==> src/rtl/pe_job_sched.sv <==
// rtl/pe_job_sched.sv - round-robin two-requester job scheduler in front of a 2x2 pe array
module pe_job_sched #(
    parameter int WIDTH     = 4,
    parameter int CREDITS   = 3,
    parameter int MAX_BEATS = 8
) (
    input  logic                       clk,
    input  logic                       rst,
    input  logic                       r0_val,
    output logic                       r0_rdy,
    input  logic [4*WIDTH-1:0]         r0_a,
    input  logic [4*WIDTH-1:0]         r0_b,
    input  logic                       r0_last,
    input  logic                       r1_val,
    output logic                       r1_rdy,
    input  logic [4*WIDTH-1:0]         r1_a,
    input  logic [4*WIDTH-1:0]         r1_b,
    input  logic                       r1_last,
    output logic                       pe_psh,
    output logic [4*WIDTH-1:0]         pe_ain,
    output logic [4*WIDTH-1:0]         pe_bin,
    input  logic [4*(2*WIDTH+1)-1:0]   pe_cout,
    input  logic                       pe_cout_val,
    output logic                       pe_pop,
    output logic                       rsp_val,
    input  logic                       rsp_rdy,
    output logic [4*(2*WIDTH+1)-1:0]   rsp_data,
    output logic                       rsp_id,
    output logic                       rsp_last,
    output logic                       busy,
    output logic                       err
);
    localparam int CNT_W = $clog2(CREDITS + 1);
    localparam int PTR_W = (CREDITS > 1) ? $clog2(CREDITS) : 1;
    localparam int BC_W  = $clog2(MAX_BEATS + 1);

    typedef enum logic {IDLE, BURST} state_t;

    state_t             state_q, state_d;
    logic               owner_q, owner_d;
    logic               rr_ptr_q, rr_ptr_d;
    logic [BC_W-1:0]    beat_cnt_q, beat_cnt_d;
    logic [CNT_W-1:0]   outstanding_q;
    logic [PTR_W-1:0]   wr_ptr_q, rd_ptr_q;
    logic               tag_id_q   [CREDITS];
    logic               tag_last_q [CREDITS];
    logic               err_q;

    logic               own_val, own_last, credit_ok, accept, tag_last;
    logic               fifo_empty, tag_pop, force_end;
    logic [4*WIDTH-1:0] own_a, own_b;

    function automatic logic [PTR_W-1:0] ptr_inc(input logic [PTR_W-1:0] p);
        return (p == PTR_W'(CREDITS - 1)) ? '0 : p + 1'b1;
    endfunction

    // Everything below is viewed through the currently granted requester.
    assign own_val   = owner_q ? r1_val  : r0_val;
    assign own_last  = owner_q ? r1_last : r0_last;
    assign own_a     = owner_q ? r1_a    : r0_a;
    assign own_b     = owner_q ? r1_b    : r0_b;

    // Credit check uses the registered count only, so a pop never frees a slot in the same cycle.
    assign credit_ok = outstanding_q < CNT_W'(CREDITS);
    assign r0_rdy    = (state_q == BURST) && !owner_q && credit_ok;
    assign r1_rdy    = (state_q == BURST) &&  owner_q && credit_ok;
    assign accept    = (state_q == BURST) && own_val && credit_ok;
    assign tag_last  = own_last || (beat_cnt_q == BC_W'(MAX_BEATS - 1));

    // Response side is a pure pass-through; tags come from the FIFO head.
    assign fifo_empty = (outstanding_q == '0);
    assign rsp_val    = pe_cout_val;
    assign rsp_data   = pe_cout;
    assign pe_pop     = pe_cout_val && rsp_rdy;
    assign tag_pop    = pe_pop && !fifo_empty;
    assign rsp_id     = fifo_empty ? 1'b0 : tag_id_q[rd_ptr_q];
    assign rsp_last   = fifo_empty ? 1'b0 : tag_last_q[rd_ptr_q];
    assign busy       = (state_q != IDLE) || !fifo_empty;
    assign err        = err_q;

    // Grant arbitration in IDLE and burst length tracking in BURST.
    always_comb begin
        state_d    = state_q;
        owner_d    = owner_q;
        rr_ptr_d   = rr_ptr_q;
        beat_cnt_d = beat_cnt_q;
        force_end  = 1'b0;
        case (state_q)
            IDLE: begin
                if (r0_val || r1_val) begin
                    state_d    = BURST;
                    beat_cnt_d = '0;
                    if (r0_val && r1_val) begin
                        owner_d  = rr_ptr_q;
                        rr_ptr_d = !rr_ptr_q;
                    end else begin
                        owner_d  = r1_val;
                    end
                end
            end
            BURST: begin
                if (accept) begin
                    beat_cnt_d = beat_cnt_q + 1'b1;
                    if (tag_last) begin
                        state_d   = IDLE;
                        force_end = !own_last;
                    end
                end
            end
            default: state_d = IDLE;
        endcase
    end

    // FSM and arbitration state register.
    always_ff @(posedge clk or posedge rst) begin
        if (rst) begin
            state_q    <= IDLE;
            owner_q    <= 1'b0;
            rr_ptr_q   <= 1'b0;
            beat_cnt_q <= '0;
        end else begin
            state_q    <= state_d;
            owner_q    <= owner_d;
            rr_ptr_q   <= rr_ptr_d;
            beat_cnt_q <= beat_cnt_d;
        end
    end

    // In-flight credit count doubles as tag FIFO occupancy; pops on an empty FIFO are ignored.
    always_ff @(posedge clk or posedge rst) begin
        if (rst) begin
            outstanding_q <= '0;
            wr_ptr_q      <= '0;
            rd_ptr_q      <= '0;
        end else begin
            if (accept && !tag_pop) begin
                outstanding_q <= outstanding_q + 1'b1;
            end else if (!accept && tag_pop) begin
                outstanding_q <= outstanding_q - 1'b1;
            end
            if (accept) begin
                wr_ptr_q <= ptr_inc(wr_ptr_q);
            end
            if (tag_pop) begin
                rd_ptr_q <= ptr_inc(rd_ptr_q);
            end
        end
    end

    // Tag storage; validity is tracked by the pointers, so no reset is needed.
    always_ff @(posedge clk) begin
        if (accept) begin
            tag_id_q[wr_ptr_q]   <= owner_q;
            tag_last_q[wr_ptr_q] <= tag_last;
        end
    end

    // Registered push into the array; lanes hold their last value between pushes.
    always_ff @(posedge clk or posedge rst) begin
        if (rst) begin
            pe_psh <= 1'b0;
            pe_ain <= '0;
            pe_bin <= '0;
        end else begin
            pe_psh <= accept;
            if (accept) begin
                pe_ain <= own_a;
                pe_bin <= own_b;
            end
        end
    end

    // Sticky error: a job cut short at MAX_BEATS, or a result with no tag to own it.
    always_ff @(posedge clk or posedge rst) begin
        if (rst) begin
            err_q <= 1'b0;
        end else if (force_end || (pe_cout_val && fifo_empty)) begin
            err_q <= 1'b1;
        end
    end
endmodule

==> config.mk <==
export PLATFORM = sky130hd
export DESIGN_NAME = pe_job_sched
export DESIGN_NICKNAME = d
export VERILOG_FILES = /design/src/rtl/pe_job_sched.sv
export SDC_FILE = /design/constraint.sdc
export NUM_CORES = 1
export LEC_CHECK = 0
export ABC_AREA = 1
export CORE_AREA = 2 2 89 91
export DETAILED_ROUTE_END_ITERATION = 8
export DIE_AREA = 0 0 91 93
export GPL_TIMING_DRIVEN = 0
export PLACE_DENSITY = 0.95
export SLEW_MARGIN = 30
export SYNTH_ARGS = -nofsm -noshare
export SYNTH_HDL_FRONTEND = slang
export SYNTH_SLANG_ARGS = --single-unit
==> constraint.sdc <==
create_clock -name clk -period 3.6 [get_ports clk]
set_input_delay 0.72 -clock clk [delete_from_list [all_inputs] [get_ports clk]]
set_output_delay 0.72 -clock clk [all_outputs]
set_load 0.02 [all_outputs]
# Word level (Yosys, flattened, before mapping)
# Memories as Yosys holds them, arrays and structs flattened.
# Cells that the tools add are included.
op_classes:
  n_mux: 23
  n_lt_le_gt_ge: 1
  n_bitwise: 1
  n_eq_ne: 5
  n_reduce_logical: 27
  addsub: 5
ops:
  columns: ["op", "n"]
  rows:
  - ["$mux W16", 2]
  - ["$mux W1", 13]
  - ["$logic_and A1 B1 Y1", 12]
  - ["$mux W2", 4]
  - ["$mux W4", 2]
  - ["$pmux W4 S2", 1]
  - ["$add A2 B1 Y2 const B", 3]
  - ["$logic_not A1 Y1", 6]
  - ["$add A4 B1 Y4 const B", 1]
  - ["$eq A2 B2 Y1 const B", 2]
  - ["$eq A4 B3 Y1 const B", 1]
  - ["$logic_or A1 B1 Y1", 4]
  - ["$reduce_and A2 Y1", 2]
  - ["$reduce_and A3 Y1", 1]
  - ["$logic_not A2 Y1", 1]
  - ["$lt A2 B2 Y1 const B", 1]
  - ["$ne A2 B1 Y1 const B", 1]
  - ["$ne A2 B2 Y1 const B", 1]
  - ["$pmux W1 S2", 1]
  - ["$reduce_bool A2 Y1", 1]
  - ["$sub A2 B1 Y2 const B", 1]
  - ["$not A1 Y1", 1]
totals:
  output_inout_bits: 77
  word_cells: 75
  regBits: 47
  mem_count: 2
  mem_bits_rw: 6
memory_table:
  columns: ["name", "depth", "word_bits", "read_ports", "rd_clocked_by_memory_dff", "wr", "line", "rtl"]
  rows:
  - ["tag_id_q", 3, 1, 1, 0, 1, "45", "logic tag_id_q [CREDITS];"]
  - ["tag_last_q", 3, 1, 1, 0, 1, "46", "logic tag_last_q [CREDITS];"]

# Depth between registers and ports, before layout
# Gate-level depths: netlist of run 1.
logic_depth:
  ltp_word: 7
  depth_mapped: 9
  ltp_nobuf: 8

# Worst setup path before layout of run 1
# OpenSTA, ideal clock, no wires.
synth_timing:
  kind: "register to output"
  from: "reg owner_q"
  to: "out r0_rdy"
  setup_slack_ns: 1.665
  arrival_time_ns: 1.215
  path_stages_with_launch: 4
  path_cell_list: "dfrtp_1 -> buf_4 -> buf_2 -> nor3_1"
synth_between:
  elab_chain_len: 3
synth_lines:
  columns: ["element", "line", "rtl"]
  rows:
  - ["from (decl)", "40", "logic owner_q, owner_d;"]
  - ["from (signal assigned)", "123", "owner_q <= owner_d;"]
  - ["$logic_not A1 Y1", "65", "assign r0_rdy = (state_q == BURST) && !owner_q && credit_ok;"]
  - ["$logic_and A1 B1 Y1 (2 in series)", "65", null]
  - ["to (decl)", "10", "output logic r0_rdy,"]
# Every way passes these cells.

# Worst setup path after layout of run 1
layout_timing:
  from: "reg owner_q"
  to: "out r1_rdy"
layout_between:
  elab_chain_len: 2
layout_lines:
  columns: ["element", "line", "rtl"]
  rows:
  - ["$logic_and A1 B1 Y1 (2 in series)", "66", "assign r1_rdy = (state_q == BURST) && owner_q && credit_ok;"]
  - ["to (decl)", "15", "output logic r1_rdy,"]
# Every way passes these cells.

==> impl_metrics.py, run 1 <==
metrics = {
    "placed_design": {
        "dp_hpwl_mm": 6.366,
        "dp_cells": 582,
        "io_buffer_count": 148,
        "placed_area_um2": 4484,
        "place_congestion": 0.8068,
    },
    "route": {
        "vias_per_cell": 4.600,
        "vias": 2714,
        "post-route-drc-count": 0,
        "avgRoutedWirePerCell_um": 13.05,
        "drtPass1Iterations": 4,
        "routed_wirelength_mm": 7.702,
        "antenna_left": 0,
        "drt-initial-drc-count": 72,
    },
    "synthesis": {
        "avgSynthCellArea_um2": 8.603,
        "synthCells": 331,
        "synth_top_area_share_pct": 41.30,
        "syn_nets": 441,
        "ys_top_cells_by_area": "dfrtp_1 (41%), buf_4 (10%), nand2_1 (9.2%)",
        "ys_types": 25,
        "ys_warn_count": 0,
        "yosysTopAreaCell": "dfrtp_1",
        "ys_seq_area_share_pct": 47.63,
        "synthesis.area_um2": 2848,
        "ys_ff_latch": 53,
    },
    "setup_path": {
        "cp.arrival_ns": 2.02,
        "cp.required_ns": 2.88,
        "r2r_slack_ns": 1.71,
        "worstSetupPathType": "reg2out",
        "crit_path_start_kind": "register",
        "r2r_cells": 7,
        "r2r_start": "owner_q",
        "reg2reg_to": "outstanding_q[1]",
        "path_max_fanout": 10,
        "worst_setup_path_end_kind": "output pin",
    },
    "floorplanning": {
        "start_util_pct": 37.83,
        "fp.dieW_um": 91,
        "ios": 185,
        "fp.dieH_um": 93,
        "core_area_um2": 7527,
        "die_area_um2": 8463,
        "num_rows": 32,
    },
    "clock_network": {
        "cts-buffers-inserted": 5,
        "clk_path_buf_depth": 2,
        "cts_hold_buf": 0,
        "cts_num_sinks": 53,
        "cts-resized-gates": 0,
        "cts_tree": "done",
        "path_clk_slew_ns": 0.09,
        "clock_latency_ns": 0.30,
        "cts_root_buffer": "clkbuf_8",
        "h-tree-depth": 2,
        "post_cts_buffers": 0,
    },
    "timing": {
        "tns_ns": 0,
        "layout_min_cycle_time_ns": 2.739,
        "finalSetupViolCount": 0,
        "slew_headroom_pct": 61.48,
        "clock.fmax_mhz": 365.1,
        "finalCritPeriodShare_pct": 76.08,
        "worstMarginPinSlew_ns": 0.5718,
        "skew_ns": 0.008262,
        "rsz0062_at_grt": "false",
        "hold_viol_final": 0,
        "slew_viol_final": 0,
    },
    "power": {
        "p_leak_uw": 0.002032,
        "ir_drop_mv": 0.3549,
        "power_density_nw_per_um2": 730.2,
        "finalPower_uw": 3340,
    },
    "global_routing": {
        "grt.overflow.total": 0,
        "grt_pass1_vias": 2628,
        "track_usage_pct": 18.36,
        "grt_antenna_before_repair": 0,
        "grt_pass1_wl_mm": 12.36,
        "grt_max_degree": 26,
    },
    "flow_run": {
        "drv_cap": 0,
    },
    "hold_path": {
        "holdCritStartpoint": "rr_ptr_q",
        "hold_end": "rr_ptr_q",
        "hold_path_depth": 1,
        "hold_class": "reg2reg",
    },
    "final_layout": {
        "drive_gt1_share_pct": 19.47,
        "final_cell_area_um2": 4574,
        "stdcell_count": 590,
        "antenna_cells": 0,
        "area_delta_synth_final_pct": 60.63,
        "final_net_count": 597,
        "final_util_pct": 60.77,
    },
    "status": {
        "status": "completed",
    },
}
==> routing by layer <==
| layer | wire length (um) | track usage, % | up-vias |
|---|---|---|---|
| met2 | 4006 | 31.48 | 116 |
| li1 | - | - | 1344 |
| met4 | 171 | 8.333 | 0 |
| met1 | 2918 | 21.56 | 1239 |
| met5 | 0 | 0 | - |
| met3 | 605 | 4.996 | 15 |
==> metrics by stage <==
stage	setup slack, ns	hold WS (ns)
3_3_place_gp	0.8883	0.4541
6_report	0.8610	0.4803
5_1_grt	0.7167	0.5053
4_1_cts	0.8239	0.4771
3_5_place_dp	0.9051	0.4611
2_1_floorplan	1.665	0.4404
==> worst max-delay path, cell delays in order, from the launching register on <==
cell and delay, ns:
dfrtp_1 0.42, inv_2 0.13, clkbuf_1 0.25, nor3_1 0.28
clkdlybuf4s50_1 0.64
==> worst max path at each step <==
stage	startpoint	end	slack [ns]	cells after the start
after floorplan	owner_q	r0_rdy	1.66	3
after global placement	rst	pe_ain[11]	0.89	2
after detailed placement	pe_cout_val	pe_pop	0.91	4
after CTS	owner_q	r1_rdy	0.82	4
after global routing	owner_q	r1_rdy	0.72	4
final	owner_q	r1_rdy	0.86	4
==> synth_stat cells, drive strengths merged <==
cell type	number
nand4	3
inv	16
a21oi	2
edfxtp	6
nand3b	1
clkbuf	7
ha	2
nand3	11
nand2	70
nor2	10
xor2	1
nor3	4
or2	33
buf	45
dfrtp	47
xnor2	3
o21ai	70
==> state kept, by name, indices dropped and copies added, names as in the netlist, 2 cells and up <==
register       cells
beat_cnt_q         4
outstanding_q      2
pe_ain            16
pe_bin            16
rd_ptr_q           2
tag_id_q           3
tag_last_q         3
wr_ptr_q           2
==> where the power goes <==
part           internal [uW]  switching, uW  total (uW)
logic                    885           1060        1940
registers                890            176        1070
clock network            157            174         331
==> placed cells by master, fill, tap and decap left out <==
| cell | n |
|---|---|
| inv_1 | 14 |
| inv_2 | 2 |
| buf_6 | 4 |
| nand3b_1 | 1 |
| nand4_1 | 3 |
| nor3_1 | 3 |
| nor3_2 | 1 |
| clkdlybuf4s50_1 | 148 |
| nand2_1 | 70 |
| xnor2_1 | 3 |
| or2_2 | 33 |
| buf_16 | 1 |
| xor2_1 | 1 |
| nor2_1 | 9 |
| ha_1 | 2 |
| o21ai_2 | 5 |
| edfxtp_1 | 6 |
| nand3_2 | 1 |
| buf_4 | 38 |
| nand3_1 | 10 |
| o21ai_1 | 25 |
| o21ai_0 | 40 |
| a21oi_1 | 2 |
| buf_2 | 3 |
| dfrtp_1 | 47 |
| clkbuf_8 | 6 |
| clkbuf_1 | 9 |
| nor2_2 | 1 |
==> cell type report <==
type | count | area (um^2)
buffer | 52 | 371.6
clock buffer | 8 | 90.09
fill | 641 | 2953
inverter | 16 | 60.06
multi-input combinational | 210 | 1060
sequential | 53 | 1356
tap | 102 | 127.6
timing repair buffer | 149 | 1509
==> cell families (layout without fill, tap and decap cells) <==
group,after synthesis,count (layout),synth area share (%)
AND/OR/NAND/NOR,132,132,21.79
AO/OA/AOI/OAI,72,72,13.31
XOR/XNOR,4,4,1.230
adder cells (fa/ha/maj),2,2,0.8786
flip-flops,53,53,47.63
buffers and inverters,68,225,15.16
Power figures use the tool's default switching activity.
==> run 2: changes to the inputs <==
- CORE_AREA: 2 2 89 91 -> 2 2 91 93
- DIE_AREA: 0 0 91 93 -> 0 0 93 95
- PLACE_DENSITY: 0.95 -> 0.92
- clock period: 3.6 -> 2.56 ns (I/O delays scaled with it)
==> run 2 against run 1 <==
Net effect: die area is 4.4% higher; global-route usage decreased by 0.63 points; total power increased by 42%; largest cell class unchanged; highest routed layer unchanged.
==> impl_metrics.py, run 2 (synthesis results as in run 1) <==
metrics = {
    "timing": {
        "slew_headroom_pct": 62.79,
        "layout_min_cycle_time_ns": 2.332,
        "hold_viol_final": 0,
        "rsz0062_at_grt": "false",
        "tns_ns": 0,
        "skew_ns": 0.01063,
        "clock.fmax_mhz": 428.9,
        "finalSetupViolCount": 0,
        "slew_viol_final": 0,
        "worstMarginPinSlew_ns": 0.5523,
        "finalCritPeriodShare_pct": 91.08,
    },
    "route": {
        "antenna_left": 0,
        "routed_wirelength_mm": 7.768,
        "post-route-drc-count": 0,
        "vias": 2725,
        "drtPass1Iterations": 5,
        "vias_per_cell": 4.588,
        "avgRoutedWirePerCell_um": 13.08,
        "drt-initial-drc-count": 104,
    },
    "floorplanning": {
        "start_util_pct": 35.92,
        "die_area_um2": 8835,
        "ios": 185,
        "num_rows": 33,
        "fp.dieH_um": 95,
        "core_area_um2": 7928,
        "fp.dieW_um": 93,
    },
    "global_routing": {
        "grt.overflow.total": 0,
        "grt_max_degree": 19,
        "grt_pass1_vias": 2656,
        "track_usage_pct": 17.73,
        "grt_pass1_wl_mm": 12.21,
        "grt_antenna_before_repair": 0,
    },
    "final_layout": {
        "antenna_cells": 0,
        "top_regs": "pe_ain: 16 flops, pe_bin: 16 flops, beat_cnt_q: 4 flops",
        "n_fill_cell": 682,
        "final_cell_area_um2": 4618,
        "area_delta_synth_final_pct": 62.17,
        "final_cell_mix": "clkdlybuf4s50_1 (146), nand2_1 (70), dfrtp_1 (47)",
        "drive_gt1_share_pct": 20.04,
        "final_net_count": 598,
        "final_common_cell": "clkdlybuf4s50_1",
    },
    "clock_network": {
        "cts_hold_buf": 0,
        "cts_root_buffer": "clkbuf_8",
        "clock_latency_ns": 0.30,
        "path_clk_slew_ns": 0.10,
        "cts-buffers-inserted": 5,
        "post_cts_buffers": 0,
        "cts-resized-gates": 1,
        "cts_tree": "done",
        "cts_num_sinks": 53,
        "clk_path_buf_depth": 2,
        "h-tree-depth": 2,
    },
    "setup_path": {
        "critPathSlowestCell": "dfrtp_1",
        "path_cells": "inv_2, clkbuf_1, nor3_1, dlygate4sd2_1",
        "worst_setup_path_end_kind": "output pin",
        "cp.arrival_ns": 1.82,
        "slowest_delay_ns": 0.43,
        "worstSetupPathType": "reg2out",
        "crit_path_start_kind": "register",
        "path_max_fanout": 10,
        "cp.required_ns": 2.05,
    },
    "placed_design": {
        "dp_hpwl_mm": 6.363,
        "placed_area_um2": 4516,
        "io_buffer_count": 148,
        "place_congestion": 0.8345,
    },
    "status": {
        "status": "completed",
    },
    "flow_run": {
        "drv_cap": 0,
    },
    "power": {
        "ir_drop_mv": 0.4578,
        "power_density_nw_per_um2": 1024,
        "p_leak_uw": 0.002067,
    },
    "hold_path": {
        "hold_class": "in2async",
    },
}
-- run 2: metal layers --
layer,track usage (%),vias to the layer above,share of wire [%]
li1,-,1350,-
met1,20.28,1235,39
met3,5.826,11,9.3
met2,31.34,129,50
met4,5.882,0,1.7
met5,0,-,0
-- run 2: metrics by stage --
step | cells | hold slack [ns] | power, uW | util (%) | worst slack [ns]
global route | 594 | 0.5034 | 5103 | 58.25 | 0.1269
finish | 594 | 0.4797 | 4730 | 58.25 | 0.2283
CTS | 594 | 0.4765 | 4790 | 58.22 | 0.006919
global placement | 584 | 0.4547 | 4165 | 56.27 | 0.02020
floorplan | 331 | 0.4404 | 3101 | - | 0.8326
detailed placement | 586 | 0.4657 | 4279 | 56.96 | 0.2927
-- run 2: report_power, final --
part           internal, uW  leakage (uW)  switching, uW
logic                  1240       0.00139           1480
registers              1250      0.000627            251
clock network           245     0.0000542            261
-- run 2: final timing paths --
kind                            startpoint          endpoint  slack, ns  cells after the start
max in group asynchronous              rst       wr_ptr_q[0]       1.50                      4
worst max-delay path               owner_q            r1_rdy       0.23                      4
min in group clk                  rr_ptr_q          rr_ptr_q       0.48                      1
worst min register to register    rr_ptr_q          rr_ptr_q       0.48                      1
worst max register to register     owner_q  outstanding_q[1]       0.67                      7
worst min-delay path                   rst         pe_bin[1]       0.48                      2
-- run 2: cell type report --
class / count / area, um^2 / share of cell area [%]
multi-input cells: 210 / 1060 / 22.95
flip-flops and latches: 53 / 1356 / 29.37
plain buffers: 52 / 371.6 / 8.047
clock buffers: 7 / 96.34 / 2.086
repair buffers: 150 / 1538 / 33.30
inverters: 16 / 60.06 / 1.300
well taps: 105 / 131.4 / 2.845
clock inverters: 1 / 5.005 / 0.1084
-- run 2: critical path: cells and delay by family (launching register included) --
family | cells | cell delay, ns
DFF | 1 | 0.43
buffers and inverters | 3 | 0.95
and+or+nand+nor | 1 | 0.13
